### src/rtl/seq_mem_target.sv
// seq_mem_target: memory-side responder for the CPU external bus.
//
// Decodes the CPU address window, stretches the CPU cycle with wait_n and runs
// exactly one backend access per CPU request over a req/ack handshake. All
// outputs are registered.
//
// Ports:
//   clk, res                 clock, synchronous active-high reset
//   mreq_n, rd, wr, a, d_in  CPU request side (mreq_n active low)
//   d_out, d_oe              read data to CPU and its valid/drive enable
//   wait_n                   low stalls the CPU
//   sel                      high while this block owns a transaction
//   mem_req, mem_we          backend request and write enable
//   mem_addr, mem_wdata      backend address and write data
//   mem_ack, mem_rdata       backend single-cycle ack and read data
//   timeout                  one-cycle pulse when the backend never answers
module seq_mem_target #(
  parameter logic [15:0] BASE     = 16'hC000,
  parameter logic [15:0] MASK     = 16'hE000,
  parameter int unsigned AW       = 13,
  parameter int unsigned WAIT_MIN = 1,
  parameter int unsigned TIMEOUT  = 15
) (
  input  logic          clk,
  input  logic          res,
  input  logic          mreq_n,
  input  logic          rd,
  input  logic          wr,
  input  logic [15:0]   a,
  input  logic [7:0]    d_in,
  output logic [7:0]    d_out,
  output logic          d_oe,
  output logic          wait_n,
  output logic          sel,
  output logic          mem_req,
  output logic          mem_we,
  output logic [AW-1:0] mem_addr,
  output logic [7:0]    mem_wdata,
  input  logic          mem_ack,
  input  logic [7:0]    mem_rdata,
  output logic          timeout
);

  localparam logic [3:0] WaitInit   = 4'(WAIT_MIN);
  localparam logic [7:0] TimeoutVal = 8'(TIMEOUT);

  typedef enum logic [2:0] {StIdle, StSetup, StReq, StDrain, StDone} state_e;

  state_e          state_q, state_d;
  logic            mreq_q;
  logic [3:0]      wcnt_q, wcnt_d;
  logic [7:0]      tcnt_q, tcnt_d, tcnt_inc;
  logic [7:0]      d_out_q, d_out_d;
  logic            d_oe_q, d_oe_d;
  logic            wait_n_q, wait_n_d;
  logic            sel_q, sel_d;
  logic            mem_req_q, mem_req_d;
  logic            mem_we_q, mem_we_d;
  logic [AW-1:0]   mem_addr_q, mem_addr_d;
  logic [7:0]      mem_wdata_q, mem_wdata_d;
  logic            timeout_q, timeout_d;
  logic            start;

  // Falling-edge detect on mreq_n; mreq_q resets low so a request already
  // asserted at reset release is not taken.
  assign start = mreq_q & ~mreq_n & (rd ^ wr) & ((a & MASK) == BASE);

  always_comb begin
    state_d     = state_q;
    wcnt_d      = wcnt_q;
    tcnt_d      = tcnt_q;
    tcnt_inc    = tcnt_q + 8'd1;
    d_out_d     = d_out_q;
    d_oe_d      = d_oe_q;
    wait_n_d    = wait_n_q;
    sel_d       = sel_q;
    mem_req_d   = mem_req_q;
    mem_we_d    = mem_we_q;
    mem_addr_d  = mem_addr_q;
    mem_wdata_d = mem_wdata_q;
    timeout_d   = 1'b0;

    unique case (state_q)
      StIdle: begin
        if (start) begin
          mem_addr_d  = a[AW-1:0];
          mem_we_d    = wr;
          mem_wdata_d = d_in;
          sel_d       = 1'b1;
          wait_n_d    = 1'b0;
          wcnt_d      = WaitInit;
          if (WAIT_MIN == 0) begin
            state_d   = StReq;
            mem_req_d = 1'b1;
            tcnt_d    = 8'd0;
          end else begin
            state_d = StSetup;
          end
        end
      end
      StSetup: begin
        if (mreq_n) begin
          // CPU gave up before the backend was touched.
          state_d  = StIdle;
          sel_d    = 1'b0;
          wait_n_d = 1'b1;
        end else if (wcnt_q <= 4'd1) begin
          state_d   = StReq;
          mem_req_d = 1'b1;
          tcnt_d    = 8'd0;
        end else begin
          wcnt_d = wcnt_q - 4'd1;
        end
      end
      StReq: begin
        tcnt_d = tcnt_inc;
        if (mem_ack) begin
          // Ack takes priority over a coincident timeout.
          mem_req_d = 1'b0;
          if (!mem_we_q) d_out_d = mem_rdata;
          d_oe_d    = ~mem_we_q;
          wait_n_d  = 1'b1;
          state_d   = StDone;
        end else if (tcnt_inc == TimeoutVal) begin
          mem_req_d = 1'b0;
          timeout_d = 1'b1;
          d_out_d   = 8'hFF;
          d_oe_d    = ~mem_we_q;
          wait_n_d  = 1'b1;
          state_d   = StDone;
        end else if (mreq_n) begin
          state_d = StDrain;
        end
      end
      StDrain: begin
        // Request is never retracted: wait for ack (or timeout), drop the data.
        tcnt_d = tcnt_inc;
        if (mem_ack || (tcnt_inc == TimeoutVal)) begin
          mem_req_d = 1'b0;
          timeout_d = ~mem_ack;
          sel_d     = 1'b0;
          wait_n_d  = 1'b1;
          state_d   = StIdle;
        end
      end
      StDone: begin
        if (mreq_n) begin
          d_oe_d  = 1'b0;
          sel_d   = 1'b0;
          state_d = StIdle;
        end
      end
      default: state_d = StIdle;
    endcase
  end

  always_ff @(posedge clk) begin
    if (res) begin
      state_q     <= StIdle;
      mreq_q      <= 1'b0;
      wcnt_q      <= 4'd0;
      tcnt_q      <= 8'd0;
      d_out_q     <= 8'h00;
      d_oe_q      <= 1'b0;
      wait_n_q    <= 1'b1;
      sel_q       <= 1'b0;
      mem_req_q   <= 1'b0;
      mem_we_q    <= 1'b0;
      mem_addr_q  <= '0;
      mem_wdata_q <= 8'h00;
      timeout_q   <= 1'b0;
    end else begin
      state_q     <= state_d;
      mreq_q      <= mreq_n;
      wcnt_q      <= wcnt_d;
      tcnt_q      <= tcnt_d;
      d_out_q     <= d_out_d;
      d_oe_q      <= d_oe_d;
      wait_n_q    <= wait_n_d;
      sel_q       <= sel_d;
      mem_req_q   <= mem_req_d;
      mem_we_q    <= mem_we_d;
      mem_addr_q  <= mem_addr_d;
      mem_wdata_q <= mem_wdata_d;
      timeout_q   <= timeout_d;
    end
  end

  assign d_out     = d_out_q;
  assign d_oe      = d_oe_q;
  assign wait_n    = wait_n_q;
  assign sel       = sel_q;
  assign mem_req   = mem_req_q;
  assign mem_we    = mem_we_q;
  assign mem_addr  = mem_addr_q;
  assign mem_wdata = mem_wdata_q;
  assign timeout   = timeout_q;

endmodule
### config.mk
export PLATFORM = sky130hd
export DESIGN_NAME = seq_mem_target
export DESIGN_NICKNAME = d
export VERILOG_FILES = /design/src/rtl/seq_mem_target.sv
export SDC_FILE = /design/constraint.sdc
export NUM_CORES = 1
export LEC_CHECK = 0
export BUFFER_PORTS_ARGS = -buffer_cell sky130_fd_sc_hd__buf_4
export CORE_MARGIN = 2
export CORE_UTILIZATION = 35
export DETAILED_ROUTE_END_ITERATION = 12
export GPL_TIMING_DRIVEN = 1
export SYNTH_ARGS = -nofsm -noshare
export SYNTH_HDL_FRONTEND = slang
export SYNTH_SLANG_ARGS = --single-unit
export TNS_END_PERCENT = 100
### constraint.sdc
create_clock -name clk -period 3.1 [get_ports clk]
set_input_delay 0.62 -clock clk [delete_from_list [all_inputs] [get_ports clk]]
set_output_delay 0.62 -clock clk [all_outputs]
set_load 0.01 [all_outputs]
Yosys cells after proc, flatten, opt, wreduce, memory -nomap -nowiden
Index checks and enable logic that the tools add are counted.
Cells by class
  $add $sub $neg: 2
  order comparisons: 1
  equal/unequal tests: 18
  multiplexer cells: 41
  bitwise logic cells: 7
  reductions and logical operators: 20
Operators with widths (count)
  $mux 8: 5
  $mux 3: 8
  $mux 1: 17
  $ne 2x2->1 const B: 8
  $pmux 8 s2: 1
  $pmux 3 s5: 1
  $reduce_and 5->1: 3
  $mux 4: 3
  $reduce_and 3->1: 3
  $add 8x1->8 const B: 1
  $eq 8x4->1 const B: 1
  $pmux 4 s2: 1
  $reduce_and 4->1: 2
  $reduce_bool 2->1: 4
  $eq 3x2->1 const B: 2
  $eq 3x3->1 const B: 2
  $ne 3x3->1 const B: 2
  $pmux 1 s3: 2
  $reduce_bool 3->1: 2
  $le 4x1->1 const B: 1
  $ne 4x4->1 const B: 1
  $pmux 1 s2: 2
  $pmux 1 s4: 1
  $reduce_bool 4->1: 1
  other kinds (10): 15
Word-level totals
  flip-flop bits (word level): 51
  input bits: 38
  output and inout bits: 35
  word-level logic and storage cells: 102

Logic depth before layout (Yosys ltp)
Gate-level depths: netlist of run 1.
  word-level depth: 6
  depth in mapped cells: 9
  gate-level depth less buffers: 8

Least setup slack after synthesis of run 1
Ideal clock, no wire load.
  path type: reg2reg
  start: register tcnt_q[1]
  end: register sel_q (netlist: sel)
  setup time: 0.116 ns
  arrival: 1.733 ns
  data required time: 2.984 ns
  slack: 1.251 ns
  stages on the path, launching flop included: 8
  path buffers: 0
  cell sequence: dfxtp_1 ha_1 and3_2 o2111ai_1 a22oi_2 a211o_2 o221ai_2 a31o_1
On the way
  word-level cells in the longest chain between the ends: 5
Ends and longest elaborated chain
  start: declaration: RTL line 52  | logic [7:0] tcnt_q, tcnt_d, tcnt_inc;
  start signal: assignment: RTL line 176  | tcnt_q <= tcnt_d;
  $add 8x1->8: RTL line 72  | tcnt_inc = tcnt_q + 8'd1;
  $eq 8x4->1: RTL line 138  | if (mem_ack || (tcnt_inc == TimeoutVal)) begin
  $logic_or 1x1->1: RTL line 138
  $ne 2x2->1 (no source line)
  $reduce_and 4->1 (no source line)
  end signal: assignment: RTL line 180  | sel_q <= sel_d;
  end: declaration: RTL line 56  | logic sel_q, sel_d;
Every way passes these cells.
A chain may end at the register's enable or synchronous reset.

Final worst setup path of run 1
  start: register tcnt_q[0]
  end: register d_out_q[1] (netlist: d_out[1])
On the way
  word-level cells in the longest chain between the ends: 4
Ends and longest elaborated chain
  $add 8x1->8: RTL line 72
  $eq 8x4->1: RTL line 124  | end else if (tcnt_inc == TimeoutVal) begin
  $reduce_bool 2->1 (no source line)
  $reduce_and 3->1 (no source line)
  end signal: assignment: RTL line 177  | d_out_q <= d_out_d;
  end: declaration: RTL line 53  | logic [7:0] d_out_q, d_out_d;
Every way passes these cells.

==> out/qor.csv, run 1 <==
metric,value,unit
outcome,finished clean,
global-route wire length before repair,9370,um
crit path time final,2.15,ns
PwrDens,444,nW/um^2
WP data arrival,2.40,ns
Synth Flop Type,dfxtp_1,
Post-synth EDFFs,0,
critical path startpoint category,flop,
DR vias/cell,5.17,
core area,6390,um^2
CTS Hold Bufs,0,
post-route cell area,2970,um^2
Synth area leaders,"dfxtp_1 (44%), nand2_1 (9.1%), a21oi_1 (7.8%), o221a_2 (4.4%), nor2_1 (2.9%)",
total power,0.00132,W
crit end category,flop,
unrepaired setup endpoints after global routing,no,
die area,7290,um^2
via count,2176,
crit share post-route,69.3,%
GPL Wtd Cong,0.814,
num ports,73,
relative slew slack,43.7,%
Yosys top cell area share,44.0,%
Layout Skew,0.00514,ns
Hold Path Class,reg2reg,
Routed Antenna Nets,0,
drt drc,0,
First DRT Iteration DRCs,142,
CTS H-tree depth,2,
layout cells sized above 1,29.1,%
# Max-Cap Violations,0,
grt total ovfl,0,
Slowest Stage Delay on Critical Path,0.50,ns
worst skew pair latency,0.30,ns
Final setup viols,0,
clk slew on worst S/H paths,0.09,ns
post-synthesis register bit count,51,
std cell rows,29,
GRT Overall Usage,15.7,%
yosys warns,0,
TritonCTS Buffers,5,
Max VDD drop,202,uV
DP Wirelength,3930,um
cts repair resizes,0,
fmax,0.465,GHz
CP Class,reg2reg,
initial antenna violation count,0,
TritonRoute pass-1 iters,4,
asr flop ratio synth,0,%
Gate Count Post-Synth,282,
WL per Instance,13.5,um
Synth Area per Inst,8.23,um^2
worst-case clock buffer depth,2,
syn_nets,324,
Fin Setup TNS,0,ns
sequential cell area fraction in the yosys report,44.0,%
pin count of the biggest net entering global routing,41,
Post-CTS Setup Bufs,0,
"area leader, netlist",dfxtp_1,
Static Leak,1.16,nW
synth unique cells,48,
overall die height,85.4,um
CP required,3.35,ns
Worst-Margin Slew,0.844,ns
vias in the first global route,2005,
"Hold Vio Cnt, Final",0,
critical path peak fanout,10,
DRT Wirelength,5700,um
Root Buffer,clkbuf_8,
TritonCTS clock tree,done,
Die X,85.4,um
DP Area,2880,um^2
Slew Limit Fails,0,
Post-Syn Area,2320,um^2
FILL cells,664,
area grow syn2layout,28.0,%
"Net count, final",386,
Buffers on Ports,72,
Crit-path slowest cell,dfxtp_1,
clk sinks,51,
"Cell Chain, Critical Path","ha_1, and3_2, o2111ai_1, a22oi_2, nand3_1, a21boi_4, o221a_2",
initial core utilization,36.3,%
Antenna Cells,0,
[cells in the mapped netlist (2+ instances only)]
cell type  count
nand2_1       56
dfxtp_1       51
a21oi_1       36
nor2_1        18
clkbuf_1      11
o21ai_0       10
inv_1          9
nand3_1        9
o221a_2        9
nor3_1         7
buf_2          5
a31oi_1        4
ha_1           4
or3_1          4
a211oi_1       3
and4_1         3
nand2b_1       3
nand4_1        3
xor2_1         3
a311oi_1       2
nand3b_1       2
nor2b_1        2
o21ai_1        2
o22a_1         2
[metal layers]
layer / wire length (um) / up-vias / global-route usage (%) / part of all wire (%)
met3: 530 / 6 / 5.93 / 9.3
met2: 2460 / 74 / 23.9 / 43
li1: - / 1116 / - / -
met5: 0 / - / 0 / 0
met1: 2650 / 980 / 20.7 / 47
met4: 58 / 0 / 5.05 / 1.0
[critical path: cells and delay by family (launching register included)]
family / cells / cell delay [ns]
AND/OR/NAND/NOR: 2 / 0.41
adder cells (fa/ha/maj): 1 / 0.30
flip-flops: 1 / 0.50
AO/OA/AOI/OAI: 4 / 0.90
[through the flow]
step                      util, %  hold slack, ns  setup WS [ns]  std cells
after floorplan                 -           0.475           1.25        282
after global placement       45.1           0.442          0.948        414
after detailed placement     45.1           0.450          0.887        414
after CTS                    46.5           0.463          0.941        421
after global routing         46.5           0.478          0.752        421
final                        46.5           0.459          0.951        421
[power by group]
group / total [W] / internal (W) / switching, W
logic: 0.000216 / 0.000105 / 0.000110
clock network: 0.000397 / 0.000176 / 0.000221
registers: 0.000707 / 0.000681 / 0.0000262
[sequential cells by signal (all words and copies together) (netlist names)]
| register | count |
|---|---|
| wait_n | 1 |
| mem_wdata | 8 |
| timeout | 1 |
| mreq_q | 1 |
| sel | 1 |
| mem_we | 1 |
| state_q | 3 |
| wcnt_q | 4 |
| d_out | 8 |
| mem_addr | 13 |
| d_oe | 1 |
| mem_req | 1 |
| tcnt_q | 8 |
[path summary, 6_finish.rpt]
path	startpoint	slack [ns]	endpoint	cells after the start
hold / removal	mem_addr[1]	0.46	mem_addr[1]	2
hold reg to reg	mem_addr[1]	0.46	mem_addr[1]	2
setup / recovery	tcnt_q[0]	0.95	d_out[1]	7
setup reg to reg	tcnt_q[0]	0.95	d_out[1]	7
[final cells by class]
class	instances	area (um^2)	area share, %
clock buffers	6	82.6	2.78
clock inverters	1	5.00	0.168
inverters	9	33.8	1.14
multi-input cells	204	1180	39.8
flip-flops and latches	51	1020	34.4
well taps	77	96.3	3.24
repair buffers	73	548	18.4
[logic make-up after synthesis]
logic type	Yosys count	synth area share, %
XOR/XNOR	4	1.51
adder cells (fa/ha/maj)	4	2.16
buffers and inverters	27	4.96
AO/OA/AOI/OAI	79	23.3
flip-flops	51	44.0
multiplexers	1	0.432
AND/OR/NAND/NOR	116	23.6
[cell usage in the layout (no fill, tap or decap), types with 2 or more instances in the layout]
master / n
a211oi_1: 3
xor2_1: 3
nand3b_1: 2
clkbuf_8: 6
ha_1: 4
a21oi_1: 36
o22a_1: 2
nand2_1: 56
nand4_1: 3
dfxtp_1: 51
o21ai_1: 2
nor3_1: 7
nor2b_1: 2
inv_1: 9
nor2_1: 18
a311oi_1: 2
buf_4: 73
and4_1: 3
o221a_2: 9
or3_1: 4
nand2b_1: 3
o21ai_0: 10
nand3_1: 9
a31oi_1: 4
No activity file was read; power rests on OpenSTA's default activity.
==> run 2: changes to the inputs <==
==> constraint.sdc (replaced) <==
create_clock -name clk -period 2.03 [get_ports clk]
set_input_delay 0.406 -clock clk [delete_from_list [all_inputs] [get_ports clk]]
set_output_delay 0.406 -clock clk [all_outputs]
set_load 0.01 [all_outputs]
==> run 2 against run 1 <==
Compared with the run above: clock-buffer cell count unchanged; total power increased by 64%; clock power increased by 86%; critical endpoint is now state_q[0]; highest routed layer unchanged.
==> out/qor.csv, run 2 (synthesis gave the netlist of run 1 again) <==
metric,value,unit,change
outcome,finished clean,,unchanged
global-route wire length before repair,9750,um,was 9370 um
# Max-Cap Violations,0,,unchanged
crit share post-route,95.0,%,was 69.3%
pre-CTS WS,0.0613,ns,was 0.887 ns
TritonCTS clock tree,done,,unchanged
"Net count, final",394,,was 386
grt total ovfl,0,,unchanged
PwrDens,700,nW/um^2,was 444 nW/um^2
WP data arrival,2.13,ns,was 2.40 ns
Finished Layout Cells,430,,was 421
"commonest non-fill, non-tap cell in the layout",buf_4,,unchanged
First DRT Iteration DRCs,93,,was 142
Crit Reg-Reg Endpoint,state_q[0],,was d_out[1]
critical path peak fanout,9,,was 10
Worst-Margin Slew,0.467,ns,was 0.844 ns
die area,7290,um^2,unchanged
crit end category,flop,,unchanged
Setup crit start,tcnt_q[1],,was tcnt_q[0]
worst skew pair latency,0.30,ns,about the same
Final setup viols,0,,unchanged
worst-case clock buffer depth,2,,unchanged
dpl cells,421,,was 414
critical path startpoint category,flop,,unchanged
"Hold Vio Cnt, Final",0,,unchanged
initial core utilization,36.3,%,unchanged
Setup crit end,state_q[0],,was d_out[1]
FF-to-FF path depth,9,,was 7
vias in the first global route,2148,,was 2005
FILL cells,636,,was 664
WL per Instance,13.3,um,was 13.5 um
GRT Overall Usage,16.1,%,was 15.7%
CP required,2.23,ns,was 3.35 ns
Antenna Cells,0,,unchanged
CTS Hold Bufs,0,,unchanged
Hold Path Class,in2reg,,was reg2reg
RR Startpoint,tcnt_q[1],,was tcnt_q[0]
relative slew slack,68.6,%,was 43.7%
number of flip-flops under the largest register name,13,,unchanged
initial antenna violation count,0,,unchanged
std cell rows,29,,unchanged
core area,6390,um^2,unchanged
num ports,73,,unchanged
GPL Wtd Cong,0.836,,was 0.814
via count,2213,,was 2176
CTS H-tree depth,2,,unchanged
CP Class,reg2reg,,unchanged
Layout Skew,0.00673,ns,was 0.00514 ns
flop-to-flop setup slack,0.10,ns,was 0.95 ns
area grow syn2layout,33.0,%,was 28.0%
DRT Wirelength,5720,um,was 5700 um
overall die height,85.4,um,unchanged
TritonCTS Buffers,5,,unchanged
Slew Limit Fails,0,,unchanged
clk sinks,51,,unchanged
"commonest cells after routing, fill and taps aside","buf_4 (81), nand2_1 (56), dfxtp_1 (49)",,"was buf_4 (73), nand2_1 (56), dfxtp_1 (51)"
pin count of the biggest net entering global routing,40,,was 41
crit path time final,1.93,ns,was 2.15 ns
TritonRoute pass-1 iters,4,,unchanged
DR vias/cell,5.15,,was 5.17
Routed Antenna Nets,0,,unchanged
final worst setup slack,0.102,ns,was 0.951 ns
layout cells sized above 1,32.0,%,was 29.1%
fmax,0.519,GHz,was 0.465 GHz
Root Buffer,clkbuf_8,,unchanged
clk slew on worst S/H paths,0.09,ns,about the same
drt drc,0,,unchanged
Static Leak,1.22,nW,was 1.16 nW
Die X,85.4,um,unchanged
DP Wirelength,3960,um,was 3930 um
Buffers on Ports,72,,unchanged
Max VDD drop,418,uV,was 202 uV
-- run 2: cell count changes in the layout (fill, tap and decap cells not counted) --
cell	delta
buf_4	+8
dfxtp_1	-2
nor4b_4	+1
dfxtp_2	+1
nand3_1	-1
nand3_2	+1
dfxtp_4	+1
nor4b_1	-1
bufinv_16	+1
-- run 2: metrics by stage --
stage,setup TNS (ns),area (um^2),total power (W),hold slack [ns],util (%)
floorplan,0,2320,0.00129,0.475,-
global placement,0,2940,0.00144,0.442,46.0
detailed placement,0,2940,0.00145,0.447,46.0
CTS,0,3050,0.00218,0.331,47.8
global route,-0.00202,3090,0.00226,0.326,48.3
finish,0,3090,0.00216,0.338,48.3
-- run 2: critical path, stage by stage, from the launching register on --
cell	delay, ns
dfxtp_4	0.38
ha_1	0.19
buf_4	0.15
nor2b_1	0.11
o21ai_1	0.09
a22oi_2	0.26
buf_4	0.16
a21oi_1	0.07
o211a_1	0.23
o22a_1	0.18
-- run 2: where the power goes --
part | internal (W) | switching, W
logic | 0.000173 | 0.000182
clock network | 0.000399 | 0.000338
registers | 0.00104 | 0.0000305
total | 0.00161 | 0.000550
-- run 2: how the worst min path moves through the flow --
| stage | startpoint | to | cells after the start |
|---|---|---|---|
| floorplan | tcnt_q[7] | tcnt_q[7] | 2 |
| global placement | mem_wdata[2] | mem_wdata[2] | 2 |
| detailed placement | mem_wdata[2] | mem_wdata[2] | 2 |
| CTS | a[8] | mem_addr[8] | 3 |
| global route | a[7] | mem_addr[7] | 3 |
| finish | d_in[0] | mem_wdata[0] | 3 |
-- run 2: metal layers --
layer	up-vias	wire length, um	track usage, %
li1	1137	-	-
met1	1001	2670	21.5
met2	71	2500	24.9
met3	4	522	6.03
met4	0	29	3.32
met5	-	0	0
-- run 2: layout make-up --
cell class / instances / area [um^2] / share of cell area (%)
inverters: 9 / 33.8 / 1.09
repair buffers: 81 / 608 / 19.7
flip-flops and latches: 51 / 1030 / 33.3
clock buffers: 6 / 82.6 / 2.68
clock inverters: 2 / 35.0 / 1.14
well taps: 77 / 96.3 / 3.12
multi-input cells: 204 / 1200 / 39.0
-- run 2: repair_timing --
item	CTS	global route
gates resized for setup	0	6
setup endpoints to repair	0	13
buffers inserted	0	1
==> run 3: changes to the inputs <==
--- a/config.mk
+++ b/config.mk
@@ -5,11 +5,12 @@
 export SDC_FILE = /design/constraint.sdc
 export NUM_CORES = 1
 export LEC_CHECK = 0
-export BUFFER_PORTS_ARGS = -buffer_cell sky130_fd_sc_hd__buf_4
+export BUFFER_PORTS_ARGS = -buffer_cell sky130_fd_sc_hd__buf_2
 export CORE_MARGIN = 2
 export CORE_UTILIZATION = 35
 export DETAILED_ROUTE_END_ITERATION = 12
 export GPL_TIMING_DRIVEN = 1
+export PLACE_DENSITY_LB_ADDON = 0.25
 export SYNTH_ARGS = -nofsm -noshare
 export SYNTH_HDL_FRONTEND = slang
 export SYNTH_SLANG_ARGS = --single-unit
==> constraint.sdc (replaced) <==
create_clock -name clk -period 2.45 [get_ports clk]
set_input_delay 0.49 -clock clk [delete_from_list [all_inputs] [get_ports clk]]
set_output_delay 0.49 -clock clk [all_outputs]
set_load 0.01 [all_outputs]
==> run 3 against run 2 <==
Compared with the run above: critical endpoint is now d_out[1]; combinational power down 30%; sequential cell count unchanged; largest cell class unchanged; cell count down 1.4%; via count down 1.9%; clock power down 22%; fmax down 9.4%; first-iteration DRC count up 42%; highest routed layer unchanged.
==> out/qor.csv, run 3 (synthesis gave the netlist of run 1 again) <==
metric,value,unit,change
"Net count, final",389,,was 394
Post-CTS Setup Bufs,0,,unchanged
Die X,85.4,um,unchanged
DP Wirelength,3800,um,was 3960 um
overall die height,85.4,um,unchanged
worst skew pair latency,0.31,ns,was 0.30 ns
Hold Crit Depth,3,,unchanged
PwrDens,606,nW/um^2,was 700 nW/um^2
clk sinks,51,,unchanged
clk slew on worst S/H paths,0.09,ns,about the same
WL per Instance,12.9,um,was 13.3 um
Logic pwr share,14.4,%,was 16.4%
RR Startpoint,tcnt_q[1],,unchanged
GRT Overall Usage,15.8,%,was 16.1%
Pint,0.00127,W,was 0.00161 W
TritonCTS clock tree,done,,unchanged
"commonest non-fill, non-tap cell in the layout",buf_2,,was buf_4
unrepaired setup endpoints after global routing,no,,
Seq pwr share,52.0,%,was 49.5%
FF-to-FF path depth,7,,was 9
die area,7290,um^2,unchanged
pre-CTS WS,0.370,ns,was 0.0613 ns
final worst setup slack,0.322,ns,was 0.102 ns
Worst-Margin Slew,0.546,ns,was 0.467 ns
flop-to-flop setup slack,0.32,ns,was 0.10 ns
CTS H-tree depth,2,,unchanged
global-route wire length before repair,9450,um,was 9750 um
num ports,73,,unchanged
"commonest cells after routing, fill and taps aside","buf_2 (72), nand2_1 (56), dfxtp_1 (51)",,"was buf_4 (81), nand2_1 (56), dfxtp_1 (49)"
crit share post-route,86.9,%,was 95.0%
fmax,0.470,GHz,was 0.519 GHz
via count,2170,,was 2213
critical path startpoint category,flop,,unchanged
GPL Wtd Cong,0.856,,was 0.836
Final setup viols,0,,unchanged
cts repair resizes,0,,unchanged
"Hold Vio Cnt, Final",0,,unchanged
clock power share,33.6,%,was 34.1%
worst-case clock buffer depth,2,,unchanged
P_sw,0.000446,W,was 0.000550 W
Root Buffer,clkbuf_8,,unchanged
std cell rows,29,,unchanged
pin count of the biggest net entering global routing,40,,unchanged
crit end category,flop,,unchanged
Hold Path Class,in2reg,,unchanged
TritonRoute pass-1 iters,4,,unchanged
DRT Wirelength,5470,um,was 5720 um
CP Class,reg2reg,,unchanged
CP required,2.71,ns,was 2.23 ns
outcome,finished clean,,unchanged
grt total ovfl,0,,unchanged
# Max-Cap Violations,0,,unchanged
Min-Delay Endpoint,mem_wdata[5],,was mem_wdata[0]
Static Leak,1.15,nW,was 1.22 nW
relative slew slack,63.6,%,was 68.6%
number of flip-flops under the largest register name,13,,unchanged
First DRT Iteration DRCs,132,,was 93
Max VDD drop,353,uV,was 418 uV
Hold Startpoint,d_in[5],,was d_in[0]
CTS Hold Bufs,0,,unchanged
Crit Reg-Reg Endpoint,d_out[1],,was state_q[0]
layout cells sized above 1,29.4,%,was 32.0%
Layout Skew,0.0110,ns,was 0.00673 ns
Buffers on Ports,72,,unchanged
TritonCTS Buffers,5,,unchanged
Fin Setup TNS,0,ns,unchanged
crit path time final,2.13,ns,was 1.93 ns
Antenna Cells,0,,unchanged
area grow syn2layout,21.9,%,was 33.0%
drt drc,0,,unchanged
WP data arrival,2.38,ns,was 2.13 ns
Routed Antenna Nets,0,,unchanged
core area,6390,um^2,unchanged
Switching Fraction,26.0,%,was 25.5%
vias in the first global route,2071,,was 2148
critical path peak fanout,9,,unchanged
Slew Limit Fails,0,,unchanged
initial core utilization,36.3,%,unchanged
initial antenna violation count,0,,unchanged
DR vias/cell,5.12,,was 5.15
[run 3: through the flow]
stage                     cell area (um^2)  utilization [%]  cells  hold WS [ns]  total power [W]
after global routing                  2830             44.3    424         0.399          0.00180
after global placement                2730             42.7    417         0.438          0.00116
final                                 2830             44.3    424         0.409          0.00171
after CTS                             2830             44.3    424         0.406          0.00173
after floorplan                       2320                -    282         0.475          0.00107
after detailed placement              2730             42.7    417         0.445          0.00116
[run 3: routing by layer]
| layer | global-route usage, % | routed length, um | vias to the layer above |
|---|---|---|---|
| li1 | - | - | 1123 |
| met1 | 20.6 | 2630 | 962 |
| met2 | 24.6 | 2280 | 80 |
| met3 | 6.32 | 525 | 5 |
| met4 | 3.61 | 38 | 0 |
| met5 | 0 | 0 | - |
[run 3: power by group through the flow]
stage / registers [W] / clock network [W] / logic, W
6_report: 0.000891 / 0.000576 / 0.000247
5_1_grt: 0.000897 / 0.000627 / 0.000279
4_1_cts: 0.000892 / 0.000595 / 0.000248
3_5_place_dp: 0.000911 / 0 / 0.000246
3_3_place_gp: 0.000910 / 0 / 0.000247
2_1_floorplan: 0.000907 / 0 / 0.000161
[run 3: layout make-up]
| class | count | area, um^2 |
|---|---|---|
| flip-flops and latches | 51 | 1020 |
| well taps | 77 | 96.3 |
| fillers | 662 | 3560 |
| multi-input cells | 204 | 1180 |
| inverters | 9 | 33.8 |
| repair buffers | 76 | 390 |
| clock inverters | 1 | 30.0 |
| clock buffers | 6 | 72.6 |
[run 3: worst max-delay path by stage]
stage / slack (ns) / to / depth (start not counted) / start
2_1_floorplan: 0.60 / sel / 7 / tcnt_q[1]
3_3_place_gp: 0.42 / d_out[2] / 7 / tcnt_q[0]
3_5_place_dp: 0.37 / d_out[4] / 7 / tcnt_q[0]
4_1_cts: 0.33 / d_out[4] / 7 / tcnt_q[0]
5_1_grt: 0.17 / d_out[1] / 7 / tcnt_q[0]
6_report: 0.32 / d_out[1] / 7 / tcnt_q[1]
[run 3: worst max-delay path, stage by stage (launching register included)]
cell and delay, ns:
dfxtp_1 0.48, ha_1 0.30, and3_2 0.24, o2111ai_1 0.12, a22oi_2 0.26, nand3_1 0.17
a21boi_4 0.28, o221a_2 0.22
